==> src/rtl/ctrl_pkg.sv <==
// ctrl_pkg: shared encodings for the multicycle RV32 control FSM and its ALU decoder
package ctrl_pkg;
  typedef enum logic [3:0] {
    S_FETCH    = 4'd0,
    S_DECODE   = 4'd1,
    S_MEMADR   = 4'd2,
    S_MEMREAD  = 4'd3,
    S_MEMWB    = 4'd4,
    S_MEMWRITE = 4'd5,
    S_EXECUTER = 4'd6,
    S_EXECUTEI = 4'd7,
    S_ALUWB    = 4'd8,
    S_BEQ      = 4'd9,
    S_JAL      = 4'd10,
    S_ILLEGAL  = 4'd11
  } state_t;
  localparam state_t RESET_STATE = S_FETCH;
  localparam logic [6:0] OP_LW  = 7'b0000011;
  localparam logic [6:0] OP_SW  = 7'b0100011;
  localparam logic [6:0] OP_R   = 7'b0110011;
  localparam logic [6:0] OP_I   = 7'b0010011;
  localparam logic [6:0] OP_BEQ = 7'b1100011;
  localparam logic [6:0] OP_JAL = 7'b1101111;
  localparam logic [1:0] ALU_ADD = 2'b00;
  localparam logic [1:0] ALU_SUB = 2'b01;
  localparam logic [1:0] ALU_XOR = 2'b10;
  localparam logic [1:0] ALUOP_ADD   = 2'b00;
  localparam logic [1:0] ALUOP_SUB   = 2'b01;
  localparam logic [1:0] ALUOP_FUNCT = 2'b10;
  localparam logic [1:0] SRCA_PC    = 2'b00;
  localparam logic [1:0] SRCA_OLDPC = 2'b01;
  localparam logic [1:0] SRCA_REG   = 2'b10;
  localparam logic [1:0] SRCB_REG  = 2'b00;
  localparam logic [1:0] SRCB_IMM  = 2'b01;
  localparam logic [1:0] SRCB_FOUR = 2'b10;
  localparam logic [1:0] RES_ALUOUT    = 2'b00;
  localparam logic [1:0] RES_DATA      = 2'b01;
  localparam logic [1:0] RES_ALURESULT = 2'b10;
  localparam logic [1:0] IMM_I = 2'b00;
  localparam logic [1:0] IMM_S = 2'b01;
  localparam logic [1:0] IMM_B = 2'b10;
  localparam logic [1:0] IMM_J = 2'b11;
  function automatic logic [1:0] imm_sel(input logic [6:0] op);
    return op == OP_SW ? IMM_S : op == OP_BEQ ? IMM_B : op == OP_JAL ? IMM_J : IMM_I;
  endfunction
endpackage

==> src/rtl/alu_decoder.sv <==
// alu_decoder: maps ALUOp/funct fields to ALUControl and flags unsupported funct combinations
module alu_decoder
  import ctrl_pkg::*;
(
  input  logic [1:0] alu_op,
  input  logic [2:0] funct3,
  input  logic       funct7b5,
  input  logic [6:0] opcode,
  output logic [1:0] alu_control,
  output logic       legal
);
  logic w_rtype, w_add, w_sub, w_xor;
  // Instr[30] is an immediate bit for I-type, so it only selects sub for R-type
  assign w_rtype = opcode == OP_R;
  assign w_add = funct3 == 3'b000 && !(w_rtype && funct7b5);
  assign w_sub = funct3 == 3'b000 && w_rtype && funct7b5;
  assign w_xor = funct3 == 3'b100 && !(w_rtype && funct7b5);
  assign legal = w_add | w_sub | w_xor;
  assign alu_control = alu_op == ALUOP_ADD ? ALU_ADD :
                       alu_op == ALUOP_SUB ? ALU_SUB :
                       w_sub ? ALU_SUB : w_xor ? ALU_XOR : ALU_ADD;
endmodule

==> src/rtl/multicycle_control.sv <==
// multicycle_control: Moore FSM sequencing the shared multicycle RV32 datapath
module multicycle_control
  import ctrl_pkg::*;
(
  input  logic       clk,
  input  logic       reset,
  input  logic [6:0] opcode,
  input  logic [2:0] funct3,
  input  logic       funct7b5,
  input  logic       Zero,
  output logic       PCWrite,
  output logic       AdrSrc,
  output logic       MemWrite,
  output logic       IRWrite,
  output logic       RegWrite,
  output logic [1:0] ResultSrc,
  output logic [1:0] ALUSrcA,
  output logic [1:0] ALUSrcB,
  output logic [1:0] ImmSrc,
  output logic [1:0] ALUControl,
  output logic       Illegal
);
  state_t r_state, w_next;
  logic [1:0] w_alu_op;
  logic w_legal, w_pc_write, w_ir_write, w_reg_write, w_mem_write;
  alu_decoder u_alu_decoder (
    .alu_op     (w_alu_op),
    .funct3     (funct3),
    .funct7b5   (funct7b5),
    .opcode     (opcode),
    .alu_control(ALUControl),
    .legal      (w_legal)
  );
  always_ff @(posedge clk or posedge reset)
    if (reset) r_state <= RESET_STATE;
    else r_state <= w_next;
  always_comb begin
    w_next = r_state;
    w_pc_write = 1'b0;
    w_ir_write = 1'b0;
    w_reg_write = 1'b0;
    w_mem_write = 1'b0;
    AdrSrc = 1'b0;
    ResultSrc = RES_ALUOUT;
    ALUSrcA = SRCA_PC;
    ALUSrcB = SRCB_REG;
    w_alu_op = ALUOP_ADD;
    case (r_state)
      S_FETCH: begin
        w_ir_write = 1'b1;
        w_pc_write = 1'b1;
        ALUSrcB = SRCB_FOUR;
        ResultSrc = RES_ALURESULT;
        w_next = S_DECODE;
      end
      S_DECODE: begin
        ALUSrcA = SRCA_OLDPC;
        ALUSrcB = SRCB_IMM;
        w_next = (opcode == OP_LW || opcode == OP_SW) ? S_MEMADR :
                 opcode == OP_R ? (w_legal ? S_EXECUTER : S_ILLEGAL) :
                 opcode == OP_I ? (w_legal ? S_EXECUTEI : S_ILLEGAL) :
                 opcode == OP_BEQ ? S_BEQ : opcode == OP_JAL ? S_JAL : S_ILLEGAL;
      end
      S_MEMADR: begin
        ALUSrcA = SRCA_REG;
        ALUSrcB = SRCB_IMM;
        w_next = opcode == OP_SW ? S_MEMWRITE : S_MEMREAD;
      end
      S_MEMREAD: begin
        AdrSrc = 1'b1;
        w_next = S_MEMWB;
      end
      S_MEMWB: begin
        ResultSrc = RES_DATA;
        w_reg_write = 1'b1;
        w_next = S_FETCH;
      end
      S_MEMWRITE: begin
        AdrSrc = 1'b1;
        w_mem_write = 1'b1;
        w_next = S_FETCH;
      end
      S_EXECUTER: begin
        ALUSrcA = SRCA_REG;
        w_alu_op = ALUOP_FUNCT;
        w_next = S_ALUWB;
      end
      S_EXECUTEI: begin
        ALUSrcA = SRCA_REG;
        ALUSrcB = SRCB_IMM;
        w_alu_op = ALUOP_FUNCT;
        w_next = S_ALUWB;
      end
      S_ALUWB: begin
        w_reg_write = 1'b1;
        w_next = S_FETCH;
      end
      S_BEQ: begin
        ALUSrcA = SRCA_REG;
        w_alu_op = ALUOP_SUB;
        w_pc_write = Zero;
        w_next = S_FETCH;
      end
      S_JAL: begin
        ALUSrcA = SRCA_OLDPC;
        ALUSrcB = SRCB_FOUR;
        w_pc_write = 1'b1;
        w_next = S_ALUWB;
      end
      default: w_next = S_ILLEGAL;
    endcase
  end
  // the state already reads FETCH under reset; only the enables need masking
  assign PCWrite = w_pc_write & ~reset;
  assign IRWrite = w_ir_write & ~reset;
  assign RegWrite = w_reg_write & ~reset;
  assign MemWrite = w_mem_write & ~reset;
  assign Illegal = (r_state == S_ILLEGAL) & ~reset;
  assign ImmSrc = imm_sel(opcode);
endmodule

==> config.mk <==
export PLATFORM = sky130hd
export DESIGN_NAME = multicycle_control
export DESIGN_NICKNAME = d
export VERILOG_FILES = /design/src/rtl/ctrl_pkg.sv /design/src/rtl/alu_decoder.sv /design/src/rtl/multicycle_control.sv
export SDC_FILE = /design/constraint.sdc
export NUM_CORES = 1
export LEC_CHECK = 0
export ABC_AREA = 1
export CORE_MARGIN = 2
export CORE_UTILIZATION = 35
export DETAILED_ROUTE_END_ITERATION = 6
export PLACE_DENSITY = 0.73
export SYNTH_ARGS = -nofsm -noshare
export SYNTH_HDL_FRONTEND = slang
export SYNTH_SLANG_ARGS = --single-unit
export TNS_END_PERCENT = 100
==> constraint.sdc <==
create_clock -name clk -period 1.2 [get_ports clk]
set_input_delay 0.24 -clock clk [delete_from_list [all_inputs] [get_ports clk]]
set_output_delay 0.24 -clock clk [all_outputs]
set_load 0.02 [all_outputs]
==> results of run 1 <==
==> cell usage after synthesis <==
cell,n,area share (%)
o211ai_1,2,3.1
inv_1,14,11
nor3_1,4,4.1
nor2_1,15,12
a21oi_1,2,2.1
nor2_4,1,2.3
and3_1,1,1.3
o31ai_1,1,1.6
nand3_1,7,7.3
nand2_1,27,21
o2111ai_1,1,1.8
nor2_2,4,5.2
inv_2,3,2.3
o21ai_0,2,2.1
nand4_1,1,1.3
nand2_2,1,1.3
dfrtp_1,4,21
==> per-stage QoR <==
step                hold slack, ns  cells  TNS (ns)  util [%]  cell area (um2)
floorplan                  0.01440     90   -0.3243         -            518.0
global placement            0.6360    160    -11.38     78.56             1022
detailed placement          0.6239    160    -11.95     78.56             1022
==> logic make-up after synthesis <==
group | Yosys count
AO/OA/AOI/OAI | 8
AND/OR/NAND/NOR | 61
buffers and inverters | 17
flip-flops | 4
==> qor.yml, run 1 <==
place_hpwl_mm: 1.559
synthMuxAreaShare_pct: 0
cts-root-buf: "clkbuf_4"
start_util_pct: 37.12
cts_buffers: 3
hold_buffers: 0
syn-instance-count: 90
cts_resized: 177
dp_slack_ns: -0.9987
synthAdderAreaFrac_pct: 0
synth-seq-cells: 4
htree_levels: 1
yosys_warnings: 0
tool.error: "[ERROR DPL-0038] Utilization greater than 100%, impossible to legalize"
ys_seq_area_share_pct: 20.73
rows: 13
die_y_um: 41.15
io_pins: 30
cts_sinks: 4
post-cts-setup-buffers: 26
failing_step: "4_1_cts"
synth_top_family_by_area: "simple AND/OR/NAND/NOR gates"
synthSimpleGateAreaFrac_pct: 55.44
synth-xor-area-share_pct: 0
die_w_um: 41.15
place.gp.congestion: 0.7518
cts_buffer_depth: 2
synth_area_um2: 483.0
syn_avg_cell_area_um2: 5.366
syn-num-nets: 104
status: "aborted with a tool error"
synth-compound-area-share_pct: 10.62
synthDistinctLibCells: 17
port_buffers: 29
==> run 2, diff against run 1 <==
CORE_AREA = 2 2 63 65   (was default)
CORE_MARGIN = default   (was 2)
CORE_UTILIZATION = default   (was 35)
DIE_AREA = 0 0 65 67   (was default)
PLACE_DENSITY = default   (was 0.73)
PLACE_DENSITY_LB_ADDON = 0.15   (was default)
==> run 2 against run 1 <==
  * The flow now finishes, with violations (setup timing)
  * Synthesized area is the same
  * Synthesized cell count is the same
==> qor.yml, run 2 <==
worst_pin_slew_ns: 0.2447
cp_data_arrival_time_ns: 1.31
start_util_pct: 13.39
yosys-top-cells-count: "nand2_1 (27), nor2_1 (15), inv_1 (14)"
area_delta_synth_final_pct: 217.1
synthTopCellsByArea: "nand2_1 (21%), dfrtp_1 (21%), nor2_1 (12%)"
postLayoutCoreUtil_pct: 42.47
syn_avg_cell_area_um2: 5.366
nets: 186
finalSetupTns_ns: -3.991
clk_pin_slew_ns: 0.03
critPathSlowestCell: "dfrtp_1"
diodes: 0
slowest_delay_ns: 0.38
syn-instance-count: 90
drtPass1Iterations: 3
yosysTopAreaCell: "nand2_1"
post-route-period-util_pct: 129.2
path_delay_family: "buffers and inverters"
htree_levels: 1
port_buffers: 29
rows: 22
coreArea_um2: 3606
maxCapViolCount: 0
violations: "setup timing"
most-common-layout-cells: "buf_4 (39), buf_6 (28), nand2_2 (16)"
synth_area_um2: 483.0
hold_buffers: 0
drc: 0
ys_seq_area_share_pct: 20.73
cts_buffer_depth: 2
synth_top_area_share_pct: 20.98
syn-num-nets: 104
async_flop_share_pct: 100.0
tritoncts: "done"
cp_max_fo: 3
antenna_found_initial: 0
max_slew_margin_pct: 83.68
crit_required_ns: 0.96
p_leak_nw: 0.7046
mostFrequentLayoutCell: "buf_4"
drt_first_iter_violations: 14
setup_ws_ns: -0.3503
path_buf_inv: 4
dieArea_um2: 4355
vias: 854
drt.antenna.violating_nets: 0
finClkSkew_ns: 0.002004
grt_pass1_vias: 870
cts_sinks: 4
crit_chain: "buf_6 -> nor2_4 -> inv_2 -> nor2_4 -> inv_2 -> o211ai_1 -> buf_4"
endpoint_kind: "output port"
gr-total-overflow: 0
hold_viol_final: 0
synth.most_common_cell: "nand2_1"
drt-wirelength-per-cell_um: 9.413
slew_viol_final: 0
die_w_um: 65
place_hpwl_mm: 1.524
hold_path_class: "input port to async pin"
grt_usage_pct: 9.836
n_fill_cell: 364
status: "complete, but fails checks"
drive_above_1_share_pct: 82.35
synth_ff_type: "dfrtp_1"
vias_per_cell: 3.917
cts-root-buf: "clkbuf_8"
top_regs: "r_state x4"
insertion_delay_ns: 0.21
grt_max_degree: 8
regMostFlops: "r_state"
place.gp.congestion: 0.8143
die_y_um: 67
fmax_mhz: 645.0
rsz0062_at_grt: "true"
path_class: "flip-flop to output port"
yosys_warnings: 0
irDropWorstVdd_mv: 0.2393
cts_buffers: 3
synth-seq-cells: 4
wl_mm: 2.052
dp_cells: 196
largest_reg_flops: 4
pwr_density_cell_nw_per_um2: 356.8
final_cells: 218
startpoint_type: "flip-flop"
synth-edff-count: 0
synthDistinctLibCells: 17
post-route-min-period_ns: 1.550
grt_pass1_wl_mm: 3.429
setup-violations-final: 17
io_pins: 30
-- run 2: cell counts after synthesis --
Identical to the previous run, type by type.
-- run 2: logic make-up (layout without fill, tap and decap cells) --
family / Yosys count / after routing / share of synthesized area (%)
buf+inv: 17 / 97 / 13.21
flops: 4 / 4 / 20.73
simple gates: 61 / 61 / 55.44
compound gates: 8 / 8 / 10.62
-- run 2: path summary, 6_finish.rpt --
check,from,endpoint,slack (ns),cells after the start
min,reset,r_state[1],0.42,3
min reg2reg,r_state[0],r_state[0],0.74,3
min in group clk,opcode[2],r_state[0],0.49,7
max reg2reg,r_state[0],r_state[3],-0.10,7
max,r_state[2],ALUSrcB[0],-0.35,7
max in group asynchronous,reset,r_state[0],0.67,3
-- run 2: where the power goes --
part           switching, W  internal (W)  total, W
combinational     0.0000616     0.0000745  0.000136
sequential                0      0.000136  0.000136
clock             0.0000614      0.000213  0.000275
-- run 2: per-stage QoR --
| stage | power, W | worst slack, ns | instance area [um2] | hold slack, ns |
|---|---|---|---|---|
| after global routing | 0.0005799 | -0.4371 | 1531 | 0.4742 |
| final | 0.0005465 | -0.3503 | 1531 | 0.4178 |
| after CTS | 0.0005405 | -0.3491 | 1423 | 0.4242 |
| after global placement | 0.0002486 | -0.9634 | 1086 | 0.6216 |
| after detailed placement | 0.0002488 | -0.9884 | 1086 | 0.6244 |
| after floorplan | 0.0001656 | -0.1196 | 518.0 | 0.01440 |
-- run 2: worst register-to-register path, cell delays in order (launching register included) --
cell	delay [ns]
dfrtp_2	0.49
buf_6	0.16
nand2_4	0.07
buf_6	0.11
nand2_2	0.04
nand2_2	0.08
and3_4	0.18
nand2_2	0.05
-- run 2: area by class of cell --
type	count	area, um2	area share (%)
Timing Repair Buffer	77	689.4	45.02
Multi-Input combinational cell	69	568.0	37.09
Sequential cell	4	103.9	6.781
Inverter	17	68.82	4.493
Tap cell	48	60.06	3.922
Clock buffer	3	41.29	2.696
-- run 2: metal layers --
layer	vias up	GRT usage (%)	part of all wire [%]
met5	-	0	0
met4	0	0.7979	0
met3	0	1.858	5.4
met2	24	21.01	55
met1	382	10.00	40
li1	448	-	-
-- run 2: timing repair --
action | in CTS | in global routing
gates cloned | 0 | 0
pin swaps | 26 | 19
gates resized for setup | 178 | 29
setup buffers | 20 | 3
endpoints found under the hold margin | 0 | 0
endpoints found under the setup margin | 20 | 20
No activity file was read; power rests on OpenSTA's default activity.
==> patch 1, RTL diff (settings of run 2) <==
Register the inputs `opcode`, `funct3`, `funct7b5` and `Zero` before use. The logic sees them one clock later.
--- a/src/rtl/multicycle_control.sv
+++ b/src/rtl/multicycle_control.sv
@@ -21,4 +21,17 @@
   output logic       Illegal
 );
+
+  logic [6:0] opcode_q;
+  logic [2:0] funct3_q;
+  logic funct7b5_q;
+  logic Zero_q;
+
+  always_ff @(posedge clk) begin
+    opcode_q   <= opcode;
+    funct3_q   <= funct3;
+    funct7b5_q <= funct7b5;
+    Zero_q     <= Zero;
+  end
+
   state_t r_state, w_next;
   logic [1:0] w_alu_op;
@@ -26,7 +39,7 @@
   alu_decoder u_alu_decoder (
     .alu_op     (w_alu_op),
-    .funct3     (funct3),
-    .funct7b5   (funct7b5),
-    .opcode     (opcode),
+    .funct3     (funct3_q),
+    .funct7b5   (funct7b5_q),
+    .opcode     (opcode_q),
     .alu_control(ALUControl),
     .legal      (w_legal)
@@ -57,13 +70,13 @@
         ALUSrcA = SRCA_OLDPC;
         ALUSrcB = SRCB_IMM;
-        w_next = (opcode == OP_LW || opcode == OP_SW) ? S_MEMADR :
-                 opcode == OP_R ? (w_legal ? S_EXECUTER : S_ILLEGAL) :
-                 opcode == OP_I ? (w_legal ? S_EXECUTEI : S_ILLEGAL) :
-                 opcode == OP_BEQ ? S_BEQ : opcode == OP_JAL ? S_JAL : S_ILLEGAL;
+        w_next = (opcode_q == OP_LW || opcode_q == OP_SW) ? S_MEMADR :
+                 opcode_q == OP_R ? (w_legal ? S_EXECUTER : S_ILLEGAL) :
+                 opcode_q == OP_I ? (w_legal ? S_EXECUTEI : S_ILLEGAL) :
+                 opcode_q == OP_BEQ ? S_BEQ : opcode_q == OP_JAL ? S_JAL : S_ILLEGAL;
       end
       S_MEMADR: begin
         ALUSrcA = SRCA_REG;
         ALUSrcB = SRCB_IMM;
-        w_next = opcode == OP_SW ? S_MEMWRITE : S_MEMREAD;
+        w_next = opcode_q == OP_SW ? S_MEMWRITE : S_MEMREAD;
       end
       S_MEMREAD: begin
@@ -99,5 +112,5 @@
         ALUSrcA = SRCA_REG;
         w_alu_op = ALUOP_SUB;
-        w_pc_write = Zero;
+        w_pc_write = Zero_q;
         w_next = S_FETCH;
       end
@@ -117,5 +130,5 @@
   assign MemWrite = w_mem_write & ~reset;
   assign Illegal = (r_state == S_ILLEGAL) & ~reset;
-  assign ImmSrc = imm_sel(opcode);
+  assign ImmSrc = imm_sel(opcode_q);
 endmodule
 
Behaviour: not the same (Yosys sat finds a counterexample within 4 cycles, from zero or initial values and one cycle with reset high).
==> patch 1 against run 2 <==
  * The flow still finishes with violations (negative setup slack)
  * Routed wire length rose by 9.9%
  * Design area rose by 16%
  * Sequential cell count rose by 12
  * Synthesized area rose by 57%
  * Count of clock-buffer cells in the layout rose by 1
  * Sequential share of layout area rose by 13 points
  * Worst setup slack got worse by 0.099 ns
  * Critical path type unchanged
Power is left out: it rests on default switching activity, and per cell area and clock period it moved more than threefold.
==> patch 1: results (changes against run 2) <==
Finish
The largest registers in the layout are opcode_q: 7 flops, r_state: 4 flops, funct3_q: 3 flops. The net count of the finished layout is 199 (+7.0%).

Route
The met1 layer wirelength in the final routing is 887 um (+8.2%). The detailed-routed wire length on met3 was 147 um (+32%). The iteration count of the initial detailed-routing pass is 4 (+1). The average wire per standard cell is 9.72 um (+3.3%). The detailed router used layers up to and including met4. The post-detailed-routing wire length is 2.26 mm (+9.9%). The number of DRC markers after the initial detailed-route iteration is 16 (+2).

Worst setup path
The arrival time at the worst endpoint is 1.41 ns (+0.10 ns). The worst stage delay on the critical path was 0.41 ns (+0.03 ns). The slack of the worst reg-to-reg path is -0.18 ns (-0.08 ns). The endpoint of the worst setup timing path is ALUControl[0]. The number of cell instances on the worst register-to-register path was 9 (+2). In this run the critical register-to-register path is captured at r_state[0].

Place
The area after detailed placement came to 1420 sq um (+31%). The worst setup timing slack at the placement stage was -0.691 ns (+0.298 ns). The total instance count after detailed placement is 214 (+9.2%). The detailed-placement wirelength estimate is 1.64 mm (+7.8%).

Yosys
Sorting the synthesized cells by how often they occur yields sky130_fd_sc_hd__nand2_1 (24), sky130_fd_sc_hd__inv_1 (14), sky130_fd_sc_hd__dfxtp_1 (12), sky130_fd_sc_hd__nor2_1 (12), sky130_fd_sc_hd__nand3_1 (7). The synthesized instance count is 104 (+16%). The proportion of synthesized chip area in sequential cells is 44.9% (+24 points).

STA
The worst clock skew is 0.00169 ns (-0.000312 ns). The final hold slack was 0.430 ns (+0.0123 ns). The worst-case setup margin in the final layout is -0.449 ns (-0.0986 ns).

The slew at the pin with the worst max-slew slack is 0.268 ns (+0.0230 ns). The setup-violating endpoint count in the final report came to 20 (+3).

Global route
The met1 layer usage reported by global route is 12.1% (+2.1 points). The pin count of the biggest net entering global routing was 10 (+2). The number of global-route vias before repair was 938 (+7.8%). The total routing usage reported by global routing is 11.5% (+1.7 points). The first-pass GRT wire length is 3.86 mm (+13%).

Outcome
The run finished, with violations left. The final reports fail on negative setup slack.

Clocking
The clock transition at the register clock pins on the worst setup and hold paths after CTS was 0.06 ns (+0.03 ns). The post-CTS resize count is 132 (-26%).

Min path
The path class of the tightest hold or removal check is in2reg.
## patch 1: cell count changes after synthesis, sizes merged
cell	before	now
o21ai	2	4
and3	1	0
inv	17	19
o31ai	1	0
dfxtp	0	12
a21oi	2	3
nor2	20	18
or2	0	2
nand2	28	26
nand4	1	2
## patch 1: cell families after synthesis
logic type | count (synthesis) | share of synthesized area (%)
and+or+nand+nor | 59 | 37.0
AOI/OAI and AO/OA | 10 | 8.75
DFF | 16 | 44.9
buffers and inverters | 19 | 9.41
## patch 1: layout make-up
class / instances / area [sq um]
clock buffer: 4 / 55.1
inverter: 19 / 71.3
sequential: 16 / 348
tap: 48 / 60.1
timing repair buffer: 76 / 693
fill: 353 / 1830
multi-input combinational: 69 / 549
## patch 1: worst max-delay path: cells and delay by family (launching register included)
kind	cells	cell delay (ns)
buffers and inverters	1	0.13
AO/OA/AOI/OAI	1	0.13
flip-flops	1	0.41
AND/OR/NAND/NOR	3	0.50
==> patch 2, RTL diff (flow settings as in run 2) <==
Without the edit above. Reset style: synchronous (`reset`), changed in one clocked block.
--- a/src/rtl/multicycle_control.sv
+++ b/src/rtl/multicycle_control.sv
@@ -32,5 +32,5 @@
     .legal      (w_legal)
   );
-  always_ff @(posedge clk or posedge reset)
+  always_ff @(posedge clk)
     if (reset) r_state <= RESET_STATE;
     else r_state <= w_next;
Formal check against the unedited RTL: differs if reset is asserted again (counterexample within 4 cycles, from zero or initial values and one cycle with reset high); with reset held inactive, the same outputs for 10 cycles.
==> patch 2 against run 2 <==
  * The flow still finishes with violations (negative setup slack)
  * Global-route usage increased by 0.45 points
  * Routed wire length increased by 11%
  * Final cell count increased by 2.8%
  * Die area unchanged
  * Maximum frequency decreased by 0.27%
  * Hold slack improved by 0.18 ns
  * Clock skew increased by 0.0043 ns
  * Synthesized area increased by 2.1%
  * Utilization increased by 1.7 points
  * Sequential cell count unchanged
  * Worst setup slack got worse by 0.0041 ns
  * Design area increased by 4.1%
Power is left out: it rests on default switching activity, and per cell area and clock period it moved more than threefold.
==> patch 2: results (changes against run 2) <==
Outcome
The flow ran to the end, but the final reports show violations. The final reports fail on negative setup slack.

Place
The worst setup timing slack at the placement stage is -1.00 ns (-0.0159 ns). The detailed-placement wirelength estimate came to 1.58 mm (+3.6%). The routability congestion estimate from global placement came to 0.747 (-8.2%). The total instance count after detailed placement is 204 (+4.1%).

Route
The met1 layer wirelength in the final routing is 838 um (+2.2%). The average wire per standard cell is 10.2 um (+8.4%). The detailed-routed wire length on met3 was 105 um (-5.4%). The detailed-route via count is 890 (+4.2%). The sum of met2 wire segment lengths after detailed routing is 1.29 mm (+15%). In this run the top signal layer used is met4. The via-per-instance ratio is 3.97 (+1.4%).

Global route
The number of global-route vias before repair was 911 (+4.7%). The first-pass GRT wire length is 3.61 mm (+5.2%). The pin count of the biggest net entering global routing came to 7 (-1).

STA
The setup-violating endpoint count in the final report came to 17 (unchanged). The worst-case setup margin in the final layout is -0.354 ns (-0.00414 ns). The worst-case headroom to the max-slew limit is 83.2% (-0.45 points). The sum of negative setup slack is -3.62 ns (+0.366 ns).

Yosys
The post-synthesis compound-gate area fraction is 20.1% (+9.4 points). The number of different library cells in the post-synthesis netlist came to 21 (+4). The proportion of synthesized chip area in sequential cells came to 16.2% (-4.5 points).

The proportion of register bits with asynchronous set or reset after synthesis is 0% (-100 points). By area the synthesized netlist is led by sky130_fd_sc_hd__dfxtp_1 (16%), sky130_fd_sc_hd__nor2_1 (14%), sky130_fd_sc_hd__nand2_1 (14%), sky130_fd_sc_hd__inv_1 (13%), sky130_fd_sc_hd__nand3_1 (7.1%). The mean instance size in the synthesized netlist is 5.24 sq um (-2.3%).

Min path
The classification of the worst-slack hold path is in2reg.

Worst setup path
The slack of the worst reg-to-reg path is -0.04 ns (+0.06 ns).
-- patch 2: cell count changes after synthesis, moves of 2 or more --
| cell | change |
|---|---|
| sky130_fd_sc_hd__a21oi_1 | +2 |
| sky130_fd_sc_hd__a21oi_2 | +2 |
| sky130_fd_sc_hd__dfrtp_1 | -4 |
| sky130_fd_sc_hd__dfxtp_1 | +4 |
| sky130_fd_sc_hd__inv_1 | +3 |
| sky130_fd_sc_hd__nand2_1 | -9 |
| sky130_fd_sc_hd__nor2_1 | +4 |
| sky130_fd_sc_hd__nor2_2 | -2 |
| sky130_fd_sc_hd__o21bai_1 | +2 |
-- patch 2: cells by family (layout without fill, tap and decap cells) --
| family | count (synthesis) | count (layout) |
|---|---|---|
| DFF | 4 | 4 |
| buffers and inverters | 22 | 104 |
| and+or+nand+nor | 53 | 53 |
| AOI/OAI and AO/OA | 15 | 15 |
-- patch 2: layout make-up --
type                       instances  area (sq um)
sequential                         4          95.1
inverter                          21          88.8
clock buffer                       4          45.0
fill                             374          2010
tap                               48          60.1
multi-input combinational         68           601
timing repair buffer              79           704
-- patch 2: critical path: stages, from the launching register on --
cell	delay, ns
sky130_fd_sc_hd__dfxtp_4	0.36
sky130_fd_sc_hd__inv_4	0.04
sky130_fd_sc_hd__nor2_4	0.13
sky130_fd_sc_hd__inv_2	0.07
sky130_fd_sc_hd__buf_6	0.12
sky130_fd_sc_hd__a211oi_2	0.20
sky130_fd_sc_hd__buf_4	0.17
-- patch 2: worst paths after layout --
check,start,endpoint,cells after the start
max,r_state[3],RegWrite,6
min,funct3[2],r_state[0],6
max reg2reg,r_state[0],r_state[0],7
min reg2reg,r_state[0],r_state[0],4
-- patch 2: timing repair --
item,CTS,global route
pin swaps,14,28
endpoints found under the setup margin,20,20
setup buffers,7,12
gates resized for setup,149,64
-- patch 2: metrics by stage --
step	hold slack [ns]	utilization, %
final	0.595	44.2
after CTS	0.612	36.0
after global routing	0.632	44.2
after floorplan	0.527	-
after detailed placement	0.691	31.9
after global placement	0.701	31.9
-- patch 2: metal layers --
layer | track usage [%] | up-vias
met5 | 0 | -
met4 | 2.39 | 0
met3 | 1.01 | 6
met2 | 21.3 | 28
met1 | 11.0 | 394
li1 | - | 462
